<file path="config.mk">
export PLATFORM = sky130hd
export DESIGN_NAME = iob_soc_sut_rst_seq
export DESIGN_NICKNAME = d
export VERILOG_FILES = /design/src/rtl/iob_soc_sut_rst_seq_pkg.sv /design/src/rtl/iob_soc_sut_rst_seq.sv
export SDC_FILE = /design/constraint.sdc
export NUM_CORES = 1
export LEC_CHECK = 0
export BUFFER_PORTS_ARGS = -buffer_cell sky130_fd_sc_hd__buf_2
export CAP_MARGIN = 15
export CORE_MARGIN = 1
export CORE_UTILIZATION = 32
export DETAILED_ROUTE_END_ITERATION = 10
export HOLD_SLACK_MARGIN = 0.1
export SLEW_MARGIN = 20
export SYNTH_ARGS = -nofsm -noshare
export SYNTH_HDL_FRONTEND = slang
export SYNTH_SLANG_ARGS = --single-unit
</file>
<file path="constraint.sdc">
create_clock -name clk_i -period 3.05 [get_ports clk_i]
set_clock_uncertainty 0.2 [all_clocks]
set_input_delay 0.1525 -clock clk_i [delete_from_list [all_inputs] [get_ports clk_i]]
set_output_delay 0.1525 -clock clk_i [all_outputs]
set_load 0.005 [all_outputs]
</file>
<file path="src/rtl/iob_soc_sut_rst_seq_pkg.sv">
// iob_soc_sut_rst_seq_pkg: state encoding and counter sizing for the board reset sequencer
package iob_soc_sut_rst_seq_pkg;
  typedef enum logic [2:0] {
    ST_RESET     = 3'd0,
    ST_PHY_RST   = 3'd1,
    ST_WAIT_LOCK = 3'd2,
    ST_WAIT_INIT = 3'd3,
    ST_HOLD      = 3'd4,
    ST_RUN       = 3'd5,
    ST_FAIL      = 3'd6
  } state_t;
  function automatic int cnt_width(input int a, input int b, input int c, input int d);
    int m;
    m = a > b ? a : b;
    m = m > c ? m : c;
    m = m > d ? m : d;
    return $clog2(m) + 1;
  endfunction
endpackage

</file>
<file path="src/rtl/iob_soc_sut_rst_seq.sv">
// iob_soc_sut_rst_seq: pulses PHY/DDR resets, waits for PLL lock and DDR init, holds, then releases sys_rst_o; bounded retries, sticky fail_o
module iob_soc_sut_rst_seq
  import iob_soc_sut_rst_seq_pkg::*;
#(
  parameter int PHY_RST_CYCLES = 1000,
  parameter int LOCK_TIMEOUT   = 1000000,
  parameter int INIT_TIMEOUT   = 4000000,
  parameter int HOLD_CYCLES    = 16,
  parameter int MAX_RETRIES    = 3
) (
  input  logic       clk_i,
  input  logic       rst_i,
  input  logic       pll_locked_i,
  input  logic       init_done_i,
  input  logic       cal_fail_i,
  output logic       phy_resetn_o,
  output logic       mem_resetn_o,
  output logic       sys_rst_o,
  output logic       fail_o,
  output logic [2:0] retry_cnt_o,
  output logic [2:0] state_o
);
  localparam int CW = cnt_width(PHY_RST_CYCLES, LOCK_TIMEOUT, INIT_TIMEOUT, HOLD_CYCLES);
  localparam logic [CW-1:0] PHY_LAST  = CW'(PHY_RST_CYCLES - 1);
  localparam logic [CW-1:0] LOCK_LAST = CW'(LOCK_TIMEOUT - 1);
  localparam logic [CW-1:0] INIT_LAST = CW'(INIT_TIMEOUT - 1);
  localparam logic [CW-1:0] HOLD_LAST = CW'(HOLD_CYCLES - 1);
  localparam logic [2:0]    RC_MAX    = 3'(MAX_RETRIES);
  state_t state, state_d;
  logic [CW-1:0] cnt, cnt_d;
  logic [2:0] rc, rc_d;
  logic retry, up_d;
  always_comb begin
    state_d = state;
    cnt_d = cnt + 1'b1;
    retry = 1'b0;
    case (state)
      ST_RESET: begin
        state_d = ST_PHY_RST;
        cnt_d = '0;
      end
      ST_PHY_RST: if (cnt == PHY_LAST) begin
        state_d = ST_WAIT_LOCK;
        cnt_d = '0;
      end
      ST_WAIT_LOCK: if (pll_locked_i) begin
        state_d = ST_WAIT_INIT;
        cnt_d = '0;
      end else retry = LOCK_TIMEOUT != 0 && cnt == LOCK_LAST;
      ST_WAIT_INIT: if (cal_fail_i || !pll_locked_i) retry = 1'b1;
      else if (init_done_i) begin
        state_d = ST_HOLD;
        cnt_d = '0;
      end else retry = INIT_TIMEOUT != 0 && cnt == INIT_LAST;
      ST_HOLD: if (!pll_locked_i || !init_done_i) retry = 1'b1;
      else if (cnt == HOLD_LAST) state_d = ST_RUN;
      ST_RUN: retry = !pll_locked_i || !init_done_i || cal_fail_i;
      ST_FAIL: state_d = ST_FAIL;
      default: state_d = ST_RESET;
    endcase
    // retry budget exhausted parks in FAIL; rc never wraps
    rc_d = retry && rc != RC_MAX ? rc + 3'd1 : rc;
    if (retry) begin
      state_d = rc == RC_MAX ? ST_FAIL : ST_PHY_RST;
      cnt_d = '0;
    end
    up_d = state_d inside {ST_WAIT_LOCK, ST_WAIT_INIT, ST_HOLD, ST_RUN};
  end
  // outputs are decoded from the next state so they change on the same edge as the state
  always_ff @(posedge clk_i) begin
    if (rst_i) begin
      state <= ST_RESET;
      cnt <= '0;
      rc <= '0;
      sys_rst_o <= 1'b1;
      phy_resetn_o <= 1'b0;
      mem_resetn_o <= 1'b0;
      fail_o <= 1'b0;
    end else begin
      state <= state_d;
      cnt <= cnt_d;
      rc <= rc_d;
      sys_rst_o <= state_d != ST_RUN;
      phy_resetn_o <= up_d;
      mem_resetn_o <= up_d;
      fail_o <= state_d == ST_FAIL;
    end
  end
  assign state_o = state;
  assign retry_cnt_o = rc;
endmodule

</file>
==> impl_metrics.json <==
{
  "first_pass_iters": 4,
  "place.gp.congestion": 0.820,
  "nFillCells": 546,
  "synth_edf_count": 0,
  "syn_inst": 205,
  "start_kind": "flop",
  "start_util_pct": 33.8,
  "power.leakage_nw": 0.662,
  "setup_viol": 0,
  "drc": 0,
  "layout_common_cells": "dfxtp_1, nor3_1, xnor2_1",
  "power.density_nw_per_um2": 587,
  "overflow": 0,
  "track_usage_pct": 14.3,
  "yosys_warnings": 0,
  "die-area_sq_um": 5800,
  "wirelength_um": 3780,
  "antenna_found_initial": 0,
  "root_buffer": "clkbuf_8",
  "final_common_cell": "dfxtp_1",
  "clk_pin_slew_worst_paths_ns": 0.07,
  "synthesis.area_sq_um": 1760,
  "critPathMaxStageDelay_ns": 0.79,
  "syn_nets": 213,
  "post_cts_buffers": 0,
  "finalCritPeriodShare_pct": 89.3,
  "final_core_util_pct": 38.4,
  "cap_viol_max_count": 0,
  "clockPowerShare_pct": 37.9,
  "rr_endpoint": "cnt[4]$_SDFF_PP0_",
  "cts_tree": "done",
  "cts.sinks": 32,
  "crit_family": "simple AND/OR/NAND/NOR gates",
  "clk_latency_ns": 0.28,
  "die-height_um": 76.2,
  "die_w_um": 76.2,
  "crit_cells": 5,
  "synth-seq-cells": 32,
  "worst-path-buf-inv": 0,
  "cp.required_ns": 2.98,
  "hold_class": "input pin to flop",
  "drive_gt1_share_pct": 15.3,
  "cp_cell_sequence": "or4_1 > nor4_1 > a21oi_1 > o211ai_2 > nor3_1",
  "io_pins": 15,
  "postSynth.asyncResetShare_pct": 0,
  "n_antenna_cell": 0,
  "switchingPower_uw": 338,
  "relSlewSlack_pct": 34.2,
  "slowest_stage": "o211ai_2",
  "cp-endpoint": "cnt[4]$_SDFF_PP0_",
  "drv_slew": 0,
  "seqPwrFrac_pct": 40.5,
  "via_per_inst": 5.21,
  "path_max_fanout": 23,
  "vias": 1486,
  "rr_startpoint": "cnt[20]$_SDFF_PP0_",
  "critPathLaunch": "cnt[20]$_SDFF_PP0_",
  "clk_path_buf_depth": 2,
  "grt_max_degree": 36,
  "port_buffers": 14,
  "p_int_uw": 835,
  "outcome": "complete, no violations",
  "cts_buffers": 5,
  "ys.flop_type": "dfxtp_1",
  "synth_area_per_cell_sq_um": 8.59,
  "rsz0062_at_grt": "false",
  "critPathArrivalTime_ns": 2.66,
  "period_minus_slack_ns": 2.72,
  "detail_route.wl_per_cell_um": 13.3,
  "ant_nets": 0,
  "h-tree-depth": 2,
  "cts_hold_buf": 0,
  "yosysUniqueCellTypes": 45,
  "rows": 26,
  "vdd_drop_max_uv": 235,
  "grt_pass1_wl_um": 6600,
  "hpwl_um": 2670,
  "setup_tns_ns": 0,
  "seq_area_frac_synth_pct": 36.4,
  "crit_type": "flop to flop",
  "cts_resized": 0,
  "grt_pass1_vias": 1322,
  "syn2layout_area_growth_pct": 13.4,
  "r2r_setup_slack_ns": 0.33,
  "fmax_mhz": 367,
  "hold_viol": 0,
  "p_sw_share_pct": 28.8,
  "tightest_slew_ns": 0.984,
  "core-area_sq_um": 5200,
  "final_nets": 222,
  "drt_iter0_drc": 85,
  "pwr-share-comb_pct": 21.6,
  "rr_worst_depth": 5,
  "crit_path_end_kind": "flop"
}
power by group through the flow:
| stage | registers (mW) | clock network (mW) | logic, mW |
|---|---|---|---|
| after floorplan | 0.475 | 0 | 0.204 |
| after global placement | 0.484 | 0 | 0.260 |
| after detailed placement | 0.484 | 0 | 0.255 |
| after CTS | 0.475 | 0.455 | 0.256 |
| after global routing | 0.479 | 0.481 | 0.278 |
| final | 0.475 | 0.445 | 0.253 |
stage by stage:
stage	cells	area (sq um)	hold WS, ns	setup WS [ns]	total power, mW
floorplan	205	1760	0.237	0.509	0.679
global placement	277	1870	0.278	0.250	0.743
detailed placement	277	1870	0.288	0.307	0.739
CTS	285	2000	0.160	0.299	1.19
global route	285	2000	0.224	0.113	1.24
finish	285	2000	0.170	0.325	1.17
routing by layer:
metal	wire length (um)	GRT usage, %	part of all wire [%]
met5	0	0	0
met1	1920	19.8	51
met3	152	4.19	4.0
met2	1670	20.9	44
met4	34	4.81	0.90
worst reg2reg max path, delay by kind of cell (launching register included):
family          cells  cell delay, ns
compound gates      2            0.93
flops               1            0.37
simple gates        3            1.07
cell families after synthesis:
| kind of cell | after synthesis | synth area share (%) |
|---|---|---|
| adders and majority gates | 3 | 2.13 |
| and+or+nand+nor | 108 | 35.5 |
| DFF | 32 | 36.4 |
| muxes | 4 | 2.91 |
| AOI/OAI and AO/OA | 17 | 7.61 |
| xor gates and xnor gates | 21 | 10.4 |
| buffers and inverters | 20 | 5.05 |
area by class of cell:
type	instances	area [sq um]	area share, %
Timing Repair Buffer	17	92.6	4.64
Clock inverter	1	30.0	1.50
Sequential cell	32	641	32.1
Clock buffer	7	96.3	4.82
Inverter	5	18.8	0.940
Tap cell	70	87.6	4.39
Multi-Input combinational cell	153	1030	51.6
synthesized netlist by cell type, types with 3 or more instances:
cell	instances	share of area, %
inv_1	5	1.1
and4_1	4	2.0
nand2b_1	4	1.4
or3_1	3	1.1
xor2_1	5	2.5
nand4_1	7	2.5
a21oi_1	3	0.85
dfxtp_1	32	36
clkbuf_1	11	2.3
nor4_1	8	2.8
nor2b_1	5	1.8
xnor2_1	16	8.0
o21ai_0	3	0.85
ha_1	3	2.1
nand3_1	10	2.8
or4_1	5	2.1
nor2_1	8	1.7
or4b_1	3	1.7
nand2_1	12	2.6
nor3_1	28	8.0
how the worst min path moves through the flow:
stage	from	endpoint	cells past startpoint
final	cal_fail_i	state_o[2]$_SDFF_PP0_	4
after global routing	cal_fail_i	state_o[2]$_SDFF_PP0_	4
after CTS	cal_fail_i	state_o[2]$_SDFF_PP0_	4
after detailed placement	cnt[0]$_SDFF_PP0_	cnt[0]$_SDFF_PP0_	1
after global placement	cnt[0]$_SDFF_PP0_	cnt[0]$_SDFF_PP0_	1
after floorplan	fail_o$_SDFF_PP0_	fail_o	0
registers in the layout, summed over array words and instances, names as in the netlist:
name,flops
mem_resetn_o,1
cnt,23
fail_o,1
sys_rst_o,1
state_o,3
retry_cnt_o,3
Note: power is estimated with default switching activity, not from simulation.
